[src/rtl/uart_rx_sampler_if.sv]
// Output side of the UART receive monitor: decoded word, error flags and
// overrun pulse, with a valid/ready handshake toward the consumer.
//
// Handshake: the master raises rx_valid with rx_data and the flags stable
// and holds them until a cycle where rx_valid && rx_ready, which is the
// transfer. rx_ready while rx_valid is low has no effect. overrun is a
// one-cycle pulse outside the handshake and is not qualified by rx_valid.
interface uart_rx_sampler_if #(
    parameter int DATA_BITS = 8
);
    logic [DATA_BITS-1:0] rx_data;
    logic                 rx_valid;
    logic                 rx_ready;
    logic                 parity_err;
    logic                 frame_err;
    logic                 break_det;
    logic                 overrun;

    modport master (
        output rx_data, rx_valid, parity_err, frame_err, break_det, overrun,
        input  rx_ready
    );

    modport slave (
        input  rx_data, rx_valid, parity_err, frame_err, break_det, overrun,
        output rx_ready
    );
endinterface

[src/rtl/uart_rx_sampler.sv]
// Passive UART receive monitor. Synchronises the tapped line, decides each
// bit by a 3-sample mid-bit majority vote, checks parity/stop bits, detects
// break, and presents each word on a valid/ready holding register.
module uart_rx_sampler #(
    parameter int CLK_FREQ    = 100000000,
    parameter int BAUD_RATE   = 6250000,
    parameter int DATA_BITS   = 8,
    parameter int PARITY_MODE = 0,
    parameter int STOP_BITS   = 1
) (
    input  logic                 clk,
    input  logic                 rst,
    input  logic                 rxd,
    uart_rx_sampler_if.master    rx,
    output logic                 busy
);
    localparam int CPB = CLK_FREQ / BAUD_RATE;
    localparam int M   = (CPB - 1) / 2;
    localparam int CW  = $clog2(CPB);
    localparam int BW  = $clog2(DATA_BITS);

    localparam logic [CW-1:0] C_SMP0 = CW'(M - 1);
    localparam logic [CW-1:0] C_SMP1 = CW'(M);
    localparam logic [CW-1:0] C_DEC  = CW'(M + 1);
    localparam logic [CW-1:0] C_LAST = CW'(CPB - 1);
    localparam logic [BW-1:0] B_LAST = BW'(DATA_BITS - 1);
    localparam logic          S_LAST = 1'(STOP_BITS - 1);

    if (CPB < 8) begin : g_bad_cpb
        $error("uart_rx_sampler: CLK_FREQ/BAUD_RATE must be >= 8");
    end
    if (DATA_BITS < 5 || DATA_BITS > 9) begin : g_bad_bits
        $error("uart_rx_sampler: DATA_BITS must be 5..9");
    end
    if (PARITY_MODE < 0 || PARITY_MODE > 2) begin : g_bad_par
        $error("uart_rx_sampler: PARITY_MODE must be 0, 1 or 2");
    end
    if (STOP_BITS < 1 || STOP_BITS > 2) begin : g_bad_stop
        $error("uart_rx_sampler: STOP_BITS must be 1 or 2");
    end

    typedef enum logic [2:0] {
        S_IDLE, S_START, S_DATA, S_PARITY, S_STOP, S_WAIT_HIGH
    } state_t;

    logic                 sync1_q, rs_q, rs_prev_q, armed_q;
    logic [1:0]           fill_q;
    state_t               state_q;
    logic [CW-1:0]        cnt_q;
    logic [BW-1:0]        bit_idx_q;
    logic                 stop_idx_q;
    logic                 s0_q, s1_q;
    logic [DATA_BITS-1:0] shreg_q;
    logic                 par_q, zero_q, ferr_q;
    logic [DATA_BITS-1:0] rx_data_q;
    logic                 rx_valid_q, parity_err_q, frame_err_q, break_det_q, overrun_q;

    logic start_edge, maj, at_decide, at_wrap, last_stop, deliver;
    logic ferr_fin, zero_fin, perr_fin;

    // Two-flop synchroniser plus start arming. The sync flops reset to 1,
    // which is not a real look at the line, so fill_q marks when rs_q holds
    // a genuine sample; only a genuine high arms start detection.
    always_ff @(posedge clk) begin
        if (rst) begin
            sync1_q   <= 1'b1;
            rs_q      <= 1'b1;
            rs_prev_q <= 1'b1;
            fill_q    <= 2'b00;
            armed_q   <= 1'b0;
        end else begin
            sync1_q   <= rxd;
            rs_q      <= sync1_q;
            rs_prev_q <= rs_q;
            fill_q    <= {fill_q[0], 1'b1};
            if (rs_q && fill_q[1]) armed_q <= 1'b1;
        end
    end

    assign start_edge = armed_q & rs_prev_q & ~rs_q;
    assign maj        = (s0_q & s1_q) | (s0_q & rs_q) | (s1_q & rs_q);
    assign at_decide  = (cnt_q == C_DEC);
    assign at_wrap    = (cnt_q == C_LAST);
    assign last_stop  = (stop_idx_q == S_LAST);
    assign deliver    = (state_q == S_STOP) && at_decide && last_stop;
    assign ferr_fin   = ferr_q | ~maj;
    assign zero_fin   = zero_q & ~maj;
    // par_q holds the XOR of data and parity bit once the parity cell is done.
    assign perr_fin   = (PARITY_MODE == 1) ? ~par_q :
                        (PARITY_MODE == 2) ?  par_q : 1'b0;

    // Frame FSM, bit-cell counter, sampling, and the output holding register.
    always_ff @(posedge clk) begin
        if (rst) begin
            state_q      <= S_IDLE;
            cnt_q        <= '0;
            bit_idx_q    <= '0;
            stop_idx_q   <= 1'b0;
            s0_q         <= 1'b1;
            s1_q         <= 1'b1;
            shreg_q      <= '0;
            par_q        <= 1'b0;
            zero_q       <= 1'b1;
            ferr_q       <= 1'b0;
            rx_data_q    <= '0;
            rx_valid_q   <= 1'b0;
            parity_err_q <= 1'b0;
            frame_err_q  <= 1'b0;
            break_det_q  <= 1'b0;
            overrun_q    <= 1'b0;
        end else begin
            if (state_q != S_IDLE && state_q != S_WAIT_HIGH) begin
                cnt_q <= at_wrap ? '0 : cnt_q + CW'(1);
                if (cnt_q == C_SMP0) s0_q <= rs_q;
                if (cnt_q == C_SMP1) s1_q <= rs_q;
            end

            case (state_q)
                S_IDLE: begin
                    cnt_q <= '0;
                    if (start_edge) begin
                        state_q    <= S_START;
                        cnt_q      <= CW'(1);
                        bit_idx_q  <= '0;
                        stop_idx_q <= 1'b0;
                        par_q      <= 1'b0;
                        zero_q     <= 1'b1;
                        ferr_q     <= 1'b0;
                    end
                end
                S_START: begin
                    if (at_decide && maj) begin
                        state_q <= S_IDLE;    // false start: line went back high
                        cnt_q   <= '0;
                    end else if (at_wrap) begin
                        state_q <= S_DATA;
                    end
                end
                S_DATA: begin
                    if (at_decide) begin
                        shreg_q <= {maj, shreg_q[DATA_BITS-1:1]};
                        par_q   <= par_q ^ maj;
                        zero_q  <= zero_q & ~maj;
                    end
                    if (at_wrap) begin
                        if (bit_idx_q == B_LAST) begin
                            bit_idx_q <= '0;
                            state_q   <= (PARITY_MODE != 0) ? S_PARITY : S_STOP;
                        end else begin
                            bit_idx_q <= bit_idx_q + BW'(1);
                        end
                    end
                end
                S_PARITY: begin
                    if (at_decide) begin
                        par_q  <= par_q ^ maj;
                        zero_q <= zero_q & ~maj;
                    end
                    if (at_wrap) state_q <= S_STOP;
                end
                S_STOP: begin
                    if (at_decide) begin
                        ferr_q <= ferr_fin;
                        zero_q <= zero_fin;
                        if (last_stop) begin
                            // Leave mid-stop so a back-to-back start is seen.
                            state_q <= maj ? S_IDLE : S_WAIT_HIGH;
                            cnt_q   <= '0;
                        end
                    end
                    if (at_wrap && !last_stop) stop_idx_q <= 1'b1;
                end
                S_WAIT_HIGH: begin
                    cnt_q <= '0;
                    if (rs_q) state_q <= S_IDLE;
                end
                default: begin
                    state_q <= S_IDLE;
                    cnt_q   <= '0;
                end
            endcase

            overrun_q <= 1'b0;
            if (deliver) begin
                if (!rx_valid_q || rx.rx_ready) begin
                    rx_data_q    <= shreg_q;
                    rx_valid_q   <= 1'b1;
                    parity_err_q <= perr_fin;
                    frame_err_q  <= ferr_fin;
                    break_det_q  <= zero_fin;
                end else begin
                    overrun_q    <= 1'b1;   // holding register full: drop new word
                end
            end else if (rx_valid_q && rx.rx_ready) begin
                rx_valid_q <= 1'b0;
            end
        end
    end

    assign rx.rx_data    = rx_data_q;
    assign rx.rx_valid   = rx_valid_q;
    assign rx.parity_err = parity_err_q;
    assign rx.frame_err  = frame_err_q;
    assign rx.break_det  = break_det_q;
    assign rx.overrun    = overrun_q;
    assign busy          = (state_q != S_IDLE);
endmodule

[src/flat_wrapper.sv]
// flat-port wrapper written by rule: the top's interface ports become plain ports
module uart_rx_sampler_flat 
#(
    parameter int CLK_FREQ    = 100000000,
    parameter int BAUD_RATE   = 6250000,
    parameter int DATA_BITS   = 8,
    parameter int PARITY_MODE = 0,
    parameter int STOP_BITS   = 1
)
  (clk, rst, rxd, busy, rx_rx_data, rx_rx_valid, rx_parity_err, rx_frame_err, rx_break_det, rx_overrun, rx_rx_ready);
  uart_rx_sampler_if #(.DATA_BITS(DATA_BITS)) rx_i ();
  input  logic clk;
  input  logic rst;
  input  logic rxd;
  output logic busy;
  output wire logic [$bits(rx_i.rx_data)-1:0] rx_rx_data;
  output wire logic [$bits(rx_i.rx_valid)-1:0] rx_rx_valid;
  output wire logic [$bits(rx_i.parity_err)-1:0] rx_parity_err;
  output wire logic [$bits(rx_i.frame_err)-1:0] rx_frame_err;
  output wire logic [$bits(rx_i.break_det)-1:0] rx_break_det;
  output wire logic [$bits(rx_i.overrun)-1:0] rx_overrun;
  input wire logic [$bits(rx_i.rx_ready)-1:0] rx_rx_ready;
  assign rx_rx_data = rx_i.rx_data;
  assign rx_rx_valid = rx_i.rx_valid;
  assign rx_parity_err = rx_i.parity_err;
  assign rx_frame_err = rx_i.frame_err;
  assign rx_break_det = rx_i.break_det;
  assign rx_overrun = rx_i.overrun;
  assign rx_i.rx_ready = rx_rx_ready;
  uart_rx_sampler #(.CLK_FREQ(CLK_FREQ), .BAUD_RATE(BAUD_RATE), .DATA_BITS(DATA_BITS), .PARITY_MODE(PARITY_MODE), .STOP_BITS(STOP_BITS)) u_core (.clk(clk), .rst(rst), .rxd(rxd), .rx(rx_i), .busy(busy));
endmodule
[config.mk]
export PLATFORM = sky130hd
export DESIGN_NAME = uart_rx_sampler_flat
export DESIGN_NICKNAME = d
export VERILOG_FILES = /design/src/rtl/uart_rx_sampler_if.sv /design/src/rtl/uart_rx_sampler.sv /design/src/flat_wrapper.sv
export SDC_FILE = /design/constraint.sdc
export NUM_CORES = 1
export LEC_CHECK = 0
export BUFFER_PORTS_ARGS = -buffer_cell sky130_fd_sc_hd__buf_2
export CORE_MARGIN = 2
export CORE_UTILIZATION = 40
export DETAILED_ROUTE_END_ITERATION = 6
export GPL_ROUTABILITY_DRIVEN = 0
export PLACE_DENSITY = 0.7
export SYNTH_ARGS = -nofsm -noshare
export SYNTH_HDL_FRONTEND = slang
export SYNTH_SLANG_ARGS = --single-unit
export TNS_END_PERCENT = 5
[constraint.sdc]
create_clock -name clk -period 2.9 [get_ports clk]
set_input_delay 0.435 -clock clk [delete_from_list [all_inputs] [get_ports clk]]
set_output_delay 0.435 -clock clk [all_outputs]
set_load 0.01 [all_outputs]
### Word-level counts from Yosys, hierarchy flattened

Cells that the tools add are included.

| operators by class | value |
|---|---|
| add/sub/neg operators | 2 |
| equal/unequal tests | 22 |
| mux-type cells | 35 |
| bitwise operators | 13 |
| reductions and logical operators | 28 |

Operators by type and width:

| operator | number |
|---|---|
| $mux 3 | 13 |
| $mux 4 | 5 |
| $pmux 3 s6 | 1 |
| $pmux 4 s4 | 1 |
| $ne 2x1->1 const B | 7 |
| $reduce_and 3->1 | 4 |
| $mux 1 | 11 |
| $reduce_and 2->1 | 5 |
| $eq 3x3->1 const B | 3 |
| $eq 4x3->1 const B | 2 |
| $eq 4x4->1 const B | 2 |
| $reduce_and 8->1 | 1 |
| $reduce_bool 2->1 | 4 |
| $logic_and 1x1->1 | 7 |
| $and 1x1->1 | 6 |
| $eq 3x2->1 const B | 2 |
| $ne 2x2->1 const B | 3 |
| $pmux 1 s2 | 3 |
| $pmux 3 s2 | 1 |
| $add 4x1->4 const B | 1 |
| $not 1->1 | 4 |
| $reduce_or 2->1 | 2 |
| $add 3x1->3 const B | 1 |
| $eq 3x1->1 const B | 1 |
| other kinds (8) | 10 |

| word-level totals | value |
|---|---|
| flip-flop bits (word level) | 41 |
| bits of input ports | 4 |
| output and inout port bits | 14 |
| logic and storage cells | 120 |

### Longest topological paths before layout

| logic depth | value |
|---|---|
| depth in word-level cells | 7 |
| depth in mapped cells | 8 |
| gate-level depth less buffers | 7 |

### Least setup slack after synthesis

No wires, ideal clock.

| path | value |
|---|---|
| path kind | register to register |
| from | register u_core.cnt_q[0] |
| to | register u_core.state_q[2] |
| library setup time | 0.116 ns |
| data arrival time | 1.656 ns |
| required time | 2.784 ns |
| setup slack | 1.128 ns |
| stages on the path, launching flop included | 9 |
| path buffers | 1 |
| clock period less this slack | 1.772 ns |
| cell sequence | dfxtp_1 > inv_1 > ha_1 > and3b_1 > clkbuf_1 > nand3b_1 > a2111oi_4 > o211ai_1 > o211a_1 |

| on the way | value |
|---|---|
| word-level cells in the longest chain between the ends | 4 |
| elaborated cells on any way between the ends | 10 |
| classes of those cells | 6 x eq/ne; 2 x mux; 2 x reduce/logical |

RTL lines:

| what | line | text |
|---|---|---|
| start: declaration | uart_rx_sampler.sv:49 | `logic [CW-1:0] cnt_q;` |
| start signal: assignment | uart_rx_sampler.sv:113 | `cnt_q <= at_wrap ? '0 : cnt_q + CW'(1);` |
| $eq 4x4->1 | uart_rx_sampler.sv:82 | `assign at_decide = (cnt_q == C_DEC);` |
| $logic_and 1x1->1 | uart_rx_sampler.sv:132 | `if (at_decide && maj) begin` |
| $ne 3x1->1 (no source line) or $mux 3 (tied branches) | -- |  |
| $reduce_and 8->1 (no source line) or $pmux 3 s6 (tied branches) | -- |  |
| end signal: assignment | uart_rx_sampler.sv:148 | `state_q <= (PARITY_MODE != 0) ? S_PARITY : S_STOP;` |
| end signal: assignment | uart_rx_sampler.sv:167 | `state_q <= maj ? S_IDLE : S_WAIT_HIGH;` |
| end: declaration | uart_rx_sampler.sv:48 | `state_t state_q;` |

Several ways; a longest one is shown, not always the timed one.
A chain may end at the register's enable or synchronous reset.

### Worst setup path in the final report

| path | value |
|---|---|
| from | register u_core.state_q[2] |
| to | register u_core.rx_data_q[4], in the netlist u_core.rx.rx_data[4] |

| on the way | value |
|---|---|
| word-level cells in the longest chain between the ends | 4 |

RTL lines:

| what | line | text |
|---|---|---|
| $eq 3x3->1 | uart_rx_sampler.sv:85 | `assign deliver = (state_q == S_STOP) && at_decide && last_stop;` |
| $logic_and 1x1->1 (2 in a row) | uart_rx_sampler.sv:85 |  |
| $reduce_and 2->1 (no source line) | -- |  |
| end signal: assignment | uart_rx_sampler.sv:186 | `rx_data_q <= shreg_q;` |
| end: declaration | uart_rx_sampler.sv:55 | `logic [DATA_BITS-1:0] rx_data_q;` |

Every way passes these cells.

==> results.yml <==
synthesis:
  synth_edf_count: 0
  yosysTopAreaCellShare_pct: 45.56
  syn_avg_cell_area_sq_um: 9.146
  syn_inst: 197
  synthDistinctLibCells: 44
  synthTopCellsByArea: "dfxtp_1 (46%), mux2i_1 (7.2%), a21oi_1 (5.3%)"
  synth_seq_cells: 41
  ys_seq_area_share_pct: 45.56
  synthesis.nets: 206
  async_flop_share_pct: 0
  synth_commonest_cells: "dfxtp_1 (41), nor2_1 (20), a21oi_1 (19)"
  synth_ff_type: "dfxtp_1"
  synth_most_common_cell: "dfxtp_1"
  synthesis.area_sq_um: 1802
  yosysWarningCount: 0
  synth_area_leader_cell: "dfxtp_1"
place:
  port_buffers: 16
  dpl.hpwl_um: 2220
  place_area_sq_um: 1902
  pre_cts_slack_ns: 0.7576
clocking:
  cts-root-buf: "clkbuf_8"
  clkTransAtPathRegs_ns: 0.08
  tritoncts: "done"
  postCtsSetupRepairBufs: 0
  cts_buffer_depth: 2
  htreeDepth: 2
  clock_sinks: 41
  insertion_delay_ns: 0.29
  cts-buffers-inserted: 5
  ctsResizeCount: 0
  postCtsHoldBufs: 0
route:
  drc: 0
  wl_per_cell_um: 12.19
  via_per_inst: 5.217
  drt-initial-drc-count: 98
  vias: 1372
  wirelength_um: 3206
  first_pass_iters: 4
  ant_nets: 0
setup_path:
  critPathTopFamily: "simple AND/OR/NAND/NOR gates"
  critical_path.endpoint_type: "flop"
  rr_worst_depth: 5
  critPathMaxFanout: 13
  cp_num_buf_inv: 0
  crit_slowest_cell: "dfxtp_1"
  path_cells: "or3b_4, or3_4, nor2b_4, mux2i_1, nor2_1"
  crit_required_ns: 3.06
  cp_slowest_stage_delay_ns: 0.52
  crit_type: "flop to flop"
  path_depth: 5
  crit_arrival_ns: 2.30
  startpoint_type: "flop"
pwr:
  leakage_nw: 0.7477
  power.density_nw_per_um2: 615.9
  ir_drop_uv: 201.6
job:
  max_cap_viol_count: 0
timing:
  rsz0062_at_grt: "no"
  fmax_mhz: 467.6
  setup_slack_ns: 0.7613
  setup_viol: 0
  max_slew_margin_pct: 59.76
  fin_crit_ns: 2.139
  maxSlewViolCount: 0
  finalCritPeriodShare_pct: 73.75
  tightestPinTransition_ns: 0.6035
  hold_viol_final: 0
  fin_worst_skew_ns: 0.006752
  finalSetupTns_ns: 0
cells_and_area:
  fin_nets: 219
  drive_gt1_share_pct: 15.64
  fillers: 423
  final_area_sq_um: 1988
  syn2layout_area_growth_pct: 10.35
  n_antenna_cell: 0
global_routing:
  grt_max_degree: 36
  gr-usage-all-layers_pct: 14.40
  grt_overflow: 0
  antenna_found_initial: 0
  grt_pass1_wl_um: 5733
  grt_pass1_vias: 1285
die:
  die_x_um: 71.12
  die_area_sq_um: 5057
  core_area_sq_um: 4354
  rows: 24
  dieHeight_um: 71.12
  io_pins: 18
  initial_core_util_pct: 41.38
worst_hold_path:
  hold_path.class: "input port to flop"
  whs_path_depth: 2
outcome:
  status: "finished clean"
registers in the layout, summed over array words and instances, names as in the netlist, 2 cells and up:
register           flops
u_core.bit_idx_q       3
u_core.cnt_q           4
u_core.fill_q          2
u_core.rx.rx_data      8
u_core.shreg_q         8
u_core.state_q         3
layout by cell type (no fill, tap or decap), drive strengths merged, types with 3 or more instances in the layout:
master / n
inv: 8
clkbuf: 5
o21ai: 3
dfxtp: 41
mux2i: 13
a21oi: 20
nor3: 4
or2: 5
ha: 5
nand2b: 5
nand2: 11
nand3b: 4
buf: 18
nand3: 12
a31oi: 4
nor2b: 4
nor2: 20
a211oi: 3
worst paths after layout:
kind	from	end	slack [ns]
worst max-delay path	u_core.state_q[2]$_SDFFE_PP0P_	u_core.rx.rx_data[4]$_SDFFE_PP0P_	0.76
worst min-delay path	rxd	u_core.sync1_q$_SDFF_PP1_	0.33
worst max register to register	u_core.state_q[2]$_SDFFE_PP0P_	u_core.rx.rx_data[4]$_SDFFE_PP0P_	0.76
worst min register to register	u_core.sync1_q$_SDFF_PP1_	u_core.rs_q$_SDFF_PP1_	0.42
per-stage QoR:
stage | util, % | total power (W) | std cells | hold slack, ns
after global placement | 43.68 | 0.0008764 | 255 | 0.3930
final | 45.66 | 0.001224 | 263 | 0.3256
after global routing | 45.66 | 0.001294 | 263 | 0.3207
after floorplan | - | 0.0008309 | 197 | 0.3895
after detailed placement | 43.68 | 0.0008770 | 255 | 0.4014
after CTS | 45.66 | 0.001236 | 263 | 0.3185
where the power goes:
part	total (W)	internal [W]	switching, W
combinational	0.000250	0.000113	0.000137
clock	0.000359	0.000166	0.000193
sequential	0.000616	0.000581	0.0000346
metal layers:
layer	track usage (%)	wire (um)	vias to the layer above
met5	0	0	-
met4	8.176	76	0
met3	4.131	125	5
met2	22.64	1407	23
met1	17.66	1596	630
li1	-	-	714
worst reg2reg max path, cell delays in order (launching register included):
cell and delay, ns:
dfxtp_1 0.52, or3b_4 0.44, or3_4 0.40, nor2b_4 0.35, mux2i_1 0.24, nor2_1 0.05
cell type report:
class | instances | area [sq um] | share of cell area (%)
multi-input cells | 136 | 890.9 | 44.81
flip-flops and latches | 41 | 820.8 | 41.28
repair buffers | 18 | 95.09 | 4.783
clock buffers | 5 | 68.82 | 3.461
well taps | 52 | 65.06 | 3.272
inverters | 8 | 30.03 | 1.510
clock inverters | 3 | 17.52 | 0.8811
cells by family (layout without fill, tap and decap cells):
kind of cell	after synthesis	count (layout)	synth area share, %
adder cells (fa/ha/maj)	6	6	4.028
AND/OR/NAND/NOR	75	75	22.64
flip-flops	41	41	45.56
multiplexers	13	13	7.222
AO/OA/AOI/OAI	40	40	14.86
XOR/XNOR	1	1	0.4862
other	1	1	0.2081
buffers and inverters	20	34	5.000
Power figures use the tool's default switching activity.
